[config.mk]
export PLATFORM = sky130hd
export DESIGN_NAME = quiz_responder_ctrl
export DESIGN_NICKNAME = d
export VERILOG_FILES = /design/src/rtl/responder_pkg.sv /design/src/rtl/responder_countdown.sv /design/src/rtl/quiz_responder_ctrl.sv
export SDC_FILE = /design/constraint.sdc
export NUM_CORES = 1
export LEC_CHECK = 0
export ABC_CLOCK_PERIOD_IN_PS = 4600
export BUFFER_PORTS_ARGS = -buffer_cell sky130_fd_sc_hd__buf_2
export CAP_MARGIN = 20
export CELL_PAD_IN_SITES_DETAIL_PLACEMENT = 0
export CELL_PAD_IN_SITES_GLOBAL_PLACEMENT = 2
export CORE_MARGIN = 5
export CORE_UTILIZATION = 25
export DETAILED_ROUTE_END_ITERATION = 8
export GPL_TIMING_DRIVEN = 1
export HOLD_SLACK_MARGIN = 0.05
export PLACE_DENSITY_LB_ADDON = 0.3
export SETUP_SLACK_MARGIN = 0.3
export SYNTH_ARGS = -nofsm -noshare
export SYNTH_HDL_FRONTEND = slang
export SYNTH_HIERARCHICAL = 1
export SYNTH_SLANG_ARGS = --single-unit
[constraint.sdc]
create_clock -name clk -period 4.6 [get_ports clk]
set_input_delay 0.92 -clock clk [delete_from_list [all_inputs] [get_ports clk]]
set_output_delay 0.92 -clock clk [all_outputs]
set_load 0.05 [all_outputs]
[src/rtl/responder_pkg.sv]
// rtl/responder_pkg.sv - shared state encoding and winner-select helpers for the quiz responder
package responder_pkg;

    localparam int MAX_CH   = 32;
    localparam int MAX_ID_W = 5;

    typedef enum logic [1:0] {
        IDLE    = 2'd0,
        COUNT   = 2'd1,
        LOCK    = 2'd2,
        TIMEOUT = 2'd3
    } state_t;

    // Lowest set bit wins: scan from the top so the last hit is the lowest index.
    function automatic logic [MAX_CH-1:0] prio_onehot(input logic [MAX_CH-1:0] vec);
        logic [MAX_CH-1:0] r_res;
        r_res = '0;
        for (int i = MAX_CH - 1; i >= 0; i--) begin
            if (vec[i]) begin
                r_res    = '0;
                r_res[i] = 1'b1;
            end
        end
        return r_res;
    endfunction

    function automatic logic [MAX_ID_W-1:0] onehot2bin(input logic [MAX_CH-1:0] oh);
        logic [MAX_ID_W-1:0] r_bin;
        r_bin = '0;
        for (int i = 0; i < MAX_CH; i++) begin
            if (oh[i]) begin
                r_bin = r_bin | MAX_ID_W'(i);
            end
        end
        return r_bin;
    endfunction

endpackage

[src/rtl/responder_countdown.sv]
// rtl/responder_countdown.sv - answer-time countdown with reload, hold and final-tick strobe
module responder_countdown #(
    parameter int T_ANSWER = 30,
    parameter int CNT_W    = $clog2(T_ANSWER + 1)
) (
    input  logic             clk,
    input  logic             rst_n,
    input  logic             i_clear,
    input  logic             i_load,
    input  logic             i_tick,
    input  logic             i_hold,
    output logic [CNT_W-1:0] o_value,
    output logic             o_zero
);

    logic [CNT_W-1:0] r_value;
    logic             w_dec;

    assign w_dec   = i_tick & ~i_hold & (r_value != '0);
    // o_zero flags the tick that takes the count from 1 to 0 this cycle.
    assign o_zero  = w_dec & (r_value == CNT_W'(1));
    assign o_value = r_value;

    always_ff @(posedge clk or negedge rst_n) begin
        if (!rst_n) begin
            r_value <= '0;
        end else if (i_clear) begin
            r_value <= '0;
        end else if (i_load) begin
            r_value <= CNT_W'(T_ANSWER);
        end else if (w_dec) begin
            r_value <= r_value - CNT_W'(1);
        end
    end

endmodule

[src/rtl/quiz_responder_ctrl.sv]
// rtl/quiz_responder_ctrl.sv - N-channel quiz responder: arm, first-press lockout, countdown, fouls
module quiz_responder_ctrl
    import responder_pkg::*;
#(
    parameter  int N_CH     = 4,
    parameter  int T_ANSWER = 30,
    parameter  int FOUL_EN  = 1,
    localparam int CNT_W    = $clog2(T_ANSWER + 1),
    localparam int ID_W     = ($clog2(N_CH) > 0) ? $clog2(N_CH) : 1
) (
    input  logic             clk,
    input  logic             rst_n,
    input  logic             i_start,
    input  logic             i_clear,
    input  logic             i_tick,
    input  logic [N_CH-1:0]  i_btn,
    output logic             o_en_count,
    output logic             o_lock_flag,
    output logic             o_timeout,
    output logic [N_CH-1:0]  o_winner_oh,
    output logic [ID_W-1:0]  o_winner_id,
    output logic [CNT_W-1:0] o_time_left,
    output logic [N_CH-1:0]  o_foul
);

    state_t              r_state;
    state_t              w_state_next;
    logic [N_CH-1:0]     r_btn_q;
    logic [N_CH-1:0]     r_foul;
    logic [N_CH-1:0]     r_winner_oh;
    logic [ID_W-1:0]     r_winner_id;
    logic                r_en_count;
    logic                r_lock_flag;
    logic                r_timeout;

    logic [N_CH-1:0]     w_press;
    logic [N_CH-1:0]     w_foul_mask;
    logic [N_CH-1:0]     w_elig;
    logic                w_any_elig;
    logic [MAX_CH-1:0]   w_elig_ext;
    logic [MAX_CH-1:0]   w_oh_ext;
    logic [MAX_ID_W-1:0] w_bin_ext;
    logic [N_CH-1:0]     w_win_oh;
    logic [ID_W-1:0]     w_win_id;
    logic                w_load;
    logic                w_hold;
    logic                w_zero;
    logic                w_unused;

    assign w_press     = i_btn & ~r_btn_q;
    assign w_foul_mask = (FOUL_EN != 0) ? r_foul : '0;
    assign w_elig      = w_press & ~w_foul_mask;
    assign w_any_elig  = |w_elig;

    always_comb begin
        w_elig_ext           = '0;
        w_elig_ext[N_CH-1:0] = w_elig;
    end

    assign w_oh_ext = prio_onehot(w_elig_ext);
    assign w_bin_ext = onehot2bin(w_oh_ext);
    assign w_win_oh = w_oh_ext[N_CH-1:0];
    assign w_win_id = w_bin_ext[ID_W-1:0];
    assign w_unused = ^{w_oh_ext, w_bin_ext};

    // The counter only moves in COUNT, and freezes on the cycle a winner latches.
    assign w_load = (r_state == IDLE) & i_start & ~i_clear;
    assign w_hold = (r_state != COUNT) | w_any_elig;

    responder_countdown #(
        .T_ANSWER (T_ANSWER),
        .CNT_W    (CNT_W)
    ) u_countdown (
        .clk     (clk),
        .rst_n   (rst_n),
        .i_clear (i_clear),
        .i_load  (w_load),
        .i_tick  (i_tick),
        .i_hold  (w_hold),
        .o_value (o_time_left),
        .o_zero  (w_zero)
    );

    always_comb begin
        w_state_next = r_state;
        if (i_clear) begin
            w_state_next = IDLE;
        end else begin
            case (r_state)
                IDLE:    if (i_start) w_state_next = COUNT;
                COUNT: begin
                    if (w_any_elig) begin
                        w_state_next = LOCK;
                    end else if (w_zero) begin
                        w_state_next = TIMEOUT;
                    end
                end
                LOCK:    w_state_next = LOCK;
                TIMEOUT: w_state_next = TIMEOUT;
                default: w_state_next = IDLE;
            endcase
        end
    end

    always_ff @(posedge clk or negedge rst_n) begin
        if (!rst_n) begin
            r_state     <= IDLE;
            r_btn_q     <= '0;
            r_en_count  <= 1'b0;
            r_lock_flag <= 1'b0;
            r_timeout   <= 1'b0;
        end else begin
            r_state     <= w_state_next;
            r_btn_q     <= i_btn;
            r_en_count  <= (w_state_next == COUNT);
            r_lock_flag <= (w_state_next == LOCK);
            r_timeout   <= (w_state_next == TIMEOUT);
        end
    end

    always_ff @(posedge clk or negedge rst_n) begin
        if (!rst_n) begin
            r_foul      <= '0;
            r_winner_oh <= '0;
            r_winner_id <= '0;
        end else if (i_clear) begin
            r_foul      <= '0;
            r_winner_oh <= '0;
            r_winner_id <= '0;
        end else begin
            if (r_state == IDLE) begin
                r_foul <= r_foul | w_press;
            end
            if ((r_state == COUNT) && w_any_elig) begin
                r_winner_oh <= w_win_oh;
                r_winner_id <= w_win_id;
            end
        end
    end

    assign o_en_count  = r_en_count;
    assign o_lock_flag = r_lock_flag;
    assign o_timeout   = r_timeout;
    assign o_winner_oh = r_winner_oh;
    assign o_winner_id = r_winner_id;
    assign o_foul      = r_foul;

endmodule

==> flow_summary.toml <==
[die]
rows = 25
die_x_microns = 80.5
start_util_pct = 26.0
fp.coreArea_sq_mm = 0.00479
die-area_sq_mm = 0.00648
io_pins = 27
chipHeight_microns = 80.5

[place]
hpwl_mm = 1.97
dpl_worst_slack_ns = 1.73
gp_congestion = 0.681
io_buffers = 26

[global_routing]
use_met3_pct = 3.14
grt.met1_usage_pct = 13.9
overflow = 0
busiest_layer = "met2"
grt_max_degree = 25
gr-usage-all-layers_pct = 9.64
globalRouteMet2Util_pct = 14.2
grt_first_pass_wirelength_mm = 4.91
grt_antenna_before_repair = 0
grt_pass1_vias = 975

[power]
leakage_nw = 0.658
switchingPower_mw = 0.163
power_frac_comb_pct = 25.6
p_per_area_mw_per_mm2 = 329
internal_power_mw = 0.322
pwr-share-clk_pct = 24.5
seq_power_share_pct = 49.9
switching_share_pct = 33.6
peakVddDrop_v = 0.000178

[setup_path]
cp_slowest_cell = "nor4_4"
path_class = "in -> reg"
critPathMaxStageDelay_ns = 0.43
rr_worst_depth = 7
arrival_ns = 2.73
crit_family = "simple AND/OR/NAND/NOR gates"
r2r_slack_ns = 2.29
worst-path-buf-inv = 2
startpoint_type = "input pin"
crit_end = "o_en_count"
path_cells = "buf_2, nor3b_4, nor4_4, nand2_1, nand2b_1, nor3_1, inv_1, a31oi_1, nor3_2"
crit_required_ns = 4.73
startpoint = "i_btn[0]"
path_max_fanout = 8
regToRegStartpoint = "r_state[0]"
cp-end-kind = "register"
reg2reg_to = "o_en_count"
path_depth = 9

[logic_synthesis]
synthTopCellsByArea = "dfrtp_1 48%, nor3b_4 6.0%, nor2_1 4.5%"
synthCells = 117
synth_nets = 128
synthAdderAreaFrac_pct = 2.01
synth_top_family_by_area = "simple AND/OR/NAND/NOR gates"
yosysWarningCount = 6
synth_compound_area_share_pct = 16.5
yosysUniqueCellTypes = 35
ys_seq_area_share_pct = 48.3
yosys.area.top_type_share_pct = 48.3
ys_seq_elements = 24
synth_top_cell_by_area = "dfrtp_1"
synth_xor_area_share_pct = 0
muxShareOfSynthArea_pct = 0
synthSimpleGateAreaFrac_pct = 29.0
synth_area_sq_mm = 0.00124
synth.avg_cell_area_sq_um = 10.6

[cts]
post_cts_buffers = 0
cts_hold_buf = 0
clock_latency_ns = 0.26
cts-root-buf = "clkbuf_8"
clock-sinks = 24
clk_path_buf_depth = 2
cts_resized = 0
numCtsBuffers = 3
cts.clk_slew.worst_paths_ns = 0.08
htreeDepth = 1
cts_tree = "done"

[drt]
finalWirelength_mm = 2.68
vias = 951
vias_per_cell = 4.55
drt-initial-drc-count = 69
firstDrtPassIters = 4
drc = 0
drtAntennaViolNets = 0
drt-wirelength-per-cell_microns = 12.8

[min_path]
hold_class = "reg -> reg"
hold_start = "o_winner_oh[0]"

[cells_and_area]
final.fill_count = 507
layout_common_cells = "26 x buf_2, 24 x dfrtp_1, 15 x nor2_1"
final_common_cell = "buf_2"
final_nets = 155
insertedDiodeCount = 0
drive_gt1_share_pct = 28.9
areaGrowthSynthToFinish_pct = 18.8

[sta]
final-setup-viol-count = 0
layout_setup_ws_ns = 2.00
clock_skew_ns = 0.00177
slew_headroom_pct = 55.4
finalCritPeriodShare_pct = 56.5
fmax_ghz = 0.385
setup-tns-final_ns = 0
slew_viol_final = 0
finalHoldViolCount = 0
rsz0062_at_grt = "false"
max_slew.worst_pin.slew_ns = 0.667
period_needed_ns = 2.60

[run]
cap_violations = 0

[outcome]
status = "complete, no violations"
[flip-flops by register name, indices dropped and copies added (netlist names), 2 cells and up]
register / cells
o_foul: 4
o_winner_id: 2
o_winner_oh: 4
r_btn_q: 4
r_state: 2
u_countdown/o_value: 5
[cells in the mapped netlist (all sizes together)]
master	number
nand4bb	1
inv	8
nand2b	5
a32oi	1
a31oi	7
a211oi	2
o41ai	1
nand2	7
nor4b	2
nor2	15
o31ai	3
dfrtp	24
nor4	1
clkbuf	1
nor2b	3
nor3	7
a22oi	1
nor3b	5
a21oi	7
or3	3
o21ai	4
nand3b	1
o2111ai	1
o21a	1
and2b	1
ha	2
buf	3
[metrics by stage]
step / instance area [sq um] / util (%) / hold WS [ns] / power, mW / std cells
floorplan: 1240 / - / 0.535 / 0.339 / 117
global placement: 1440 / 30.0 / 0.510 / 0.372 / 206
detailed placement: 1440 / 30.0 / 0.513 / 0.373 / 206
CTS: 1480 / 30.8 / 0.524 / 0.498 / 209
global route: 1480 / 30.8 / 0.537 / 0.519 / 209
finish: 1480 / 30.8 / 0.520 / 0.486 / 209
[worst min path at each step]
stage / endpoint / slack (ns) / depth (start not counted)
3_5_place_dp: o_winner_oh[0] / 0.51 / 2
4_1_cts: o_winner_oh[0] / 0.52 / 2
6_report: o_winner_oh[0] / 0.52 / 2
5_1_grt: o_winner_oh[0] / 0.54 / 2
2_1_floorplan: o_en_count / 0.54 / 2
3_3_place_gp: o_winner_id[0] / 0.51 / 2
[layout make-up]
| cell class | count | area (sq um) | share of cell area, % |
|---|---|---|---|
| well taps | 67 | 83.8 | 5.68 |
| clock buffers | 3 | 41.3 | 2.80 |
| inverters | 8 | 30.0 | 2.03 |
| multi-input cells | 81 | 591 | 40.0 |
| flip-flops and latches | 24 | 601 | 40.7 |
| repair buffers | 26 | 130 | 8.81 |
[power by group through the flow]
stage	clock [mW]	combinational, mW	sequential, mW
6_report	0.119	0.124	0.242
5_1_grt	0.136	0.137	0.246
4_1_cts	0.129	0.126	0.243
3_5_place_dp	0	0.125	0.247
3_3_place_gp	0	0.126	0.246
2_1_floorplan	0	0.0594	0.280
[logic make-up after synthesis]
family,after synthesis
AND/OR/NAND/NOR,51
buffers and inverters,12
flip-flops,24
adder cells (fa/ha/maj),2
AO/OA/AOI/OAI,28
[worst min-delay path, cell delays in order (launching register included)]
cell and delay (ns):
dfrtp_1 0.37, nand2_1 0.05, a21oi_1 0.06
[routing by layer]
metal  vias to the layer above  routed length (microns)
met1                       458                     1340
met2                        20                     1170
met4                         0                       19
met3                         2                      155
met5                         -                        0
li1                        471                        -
(Power assumes the default switching activity.)
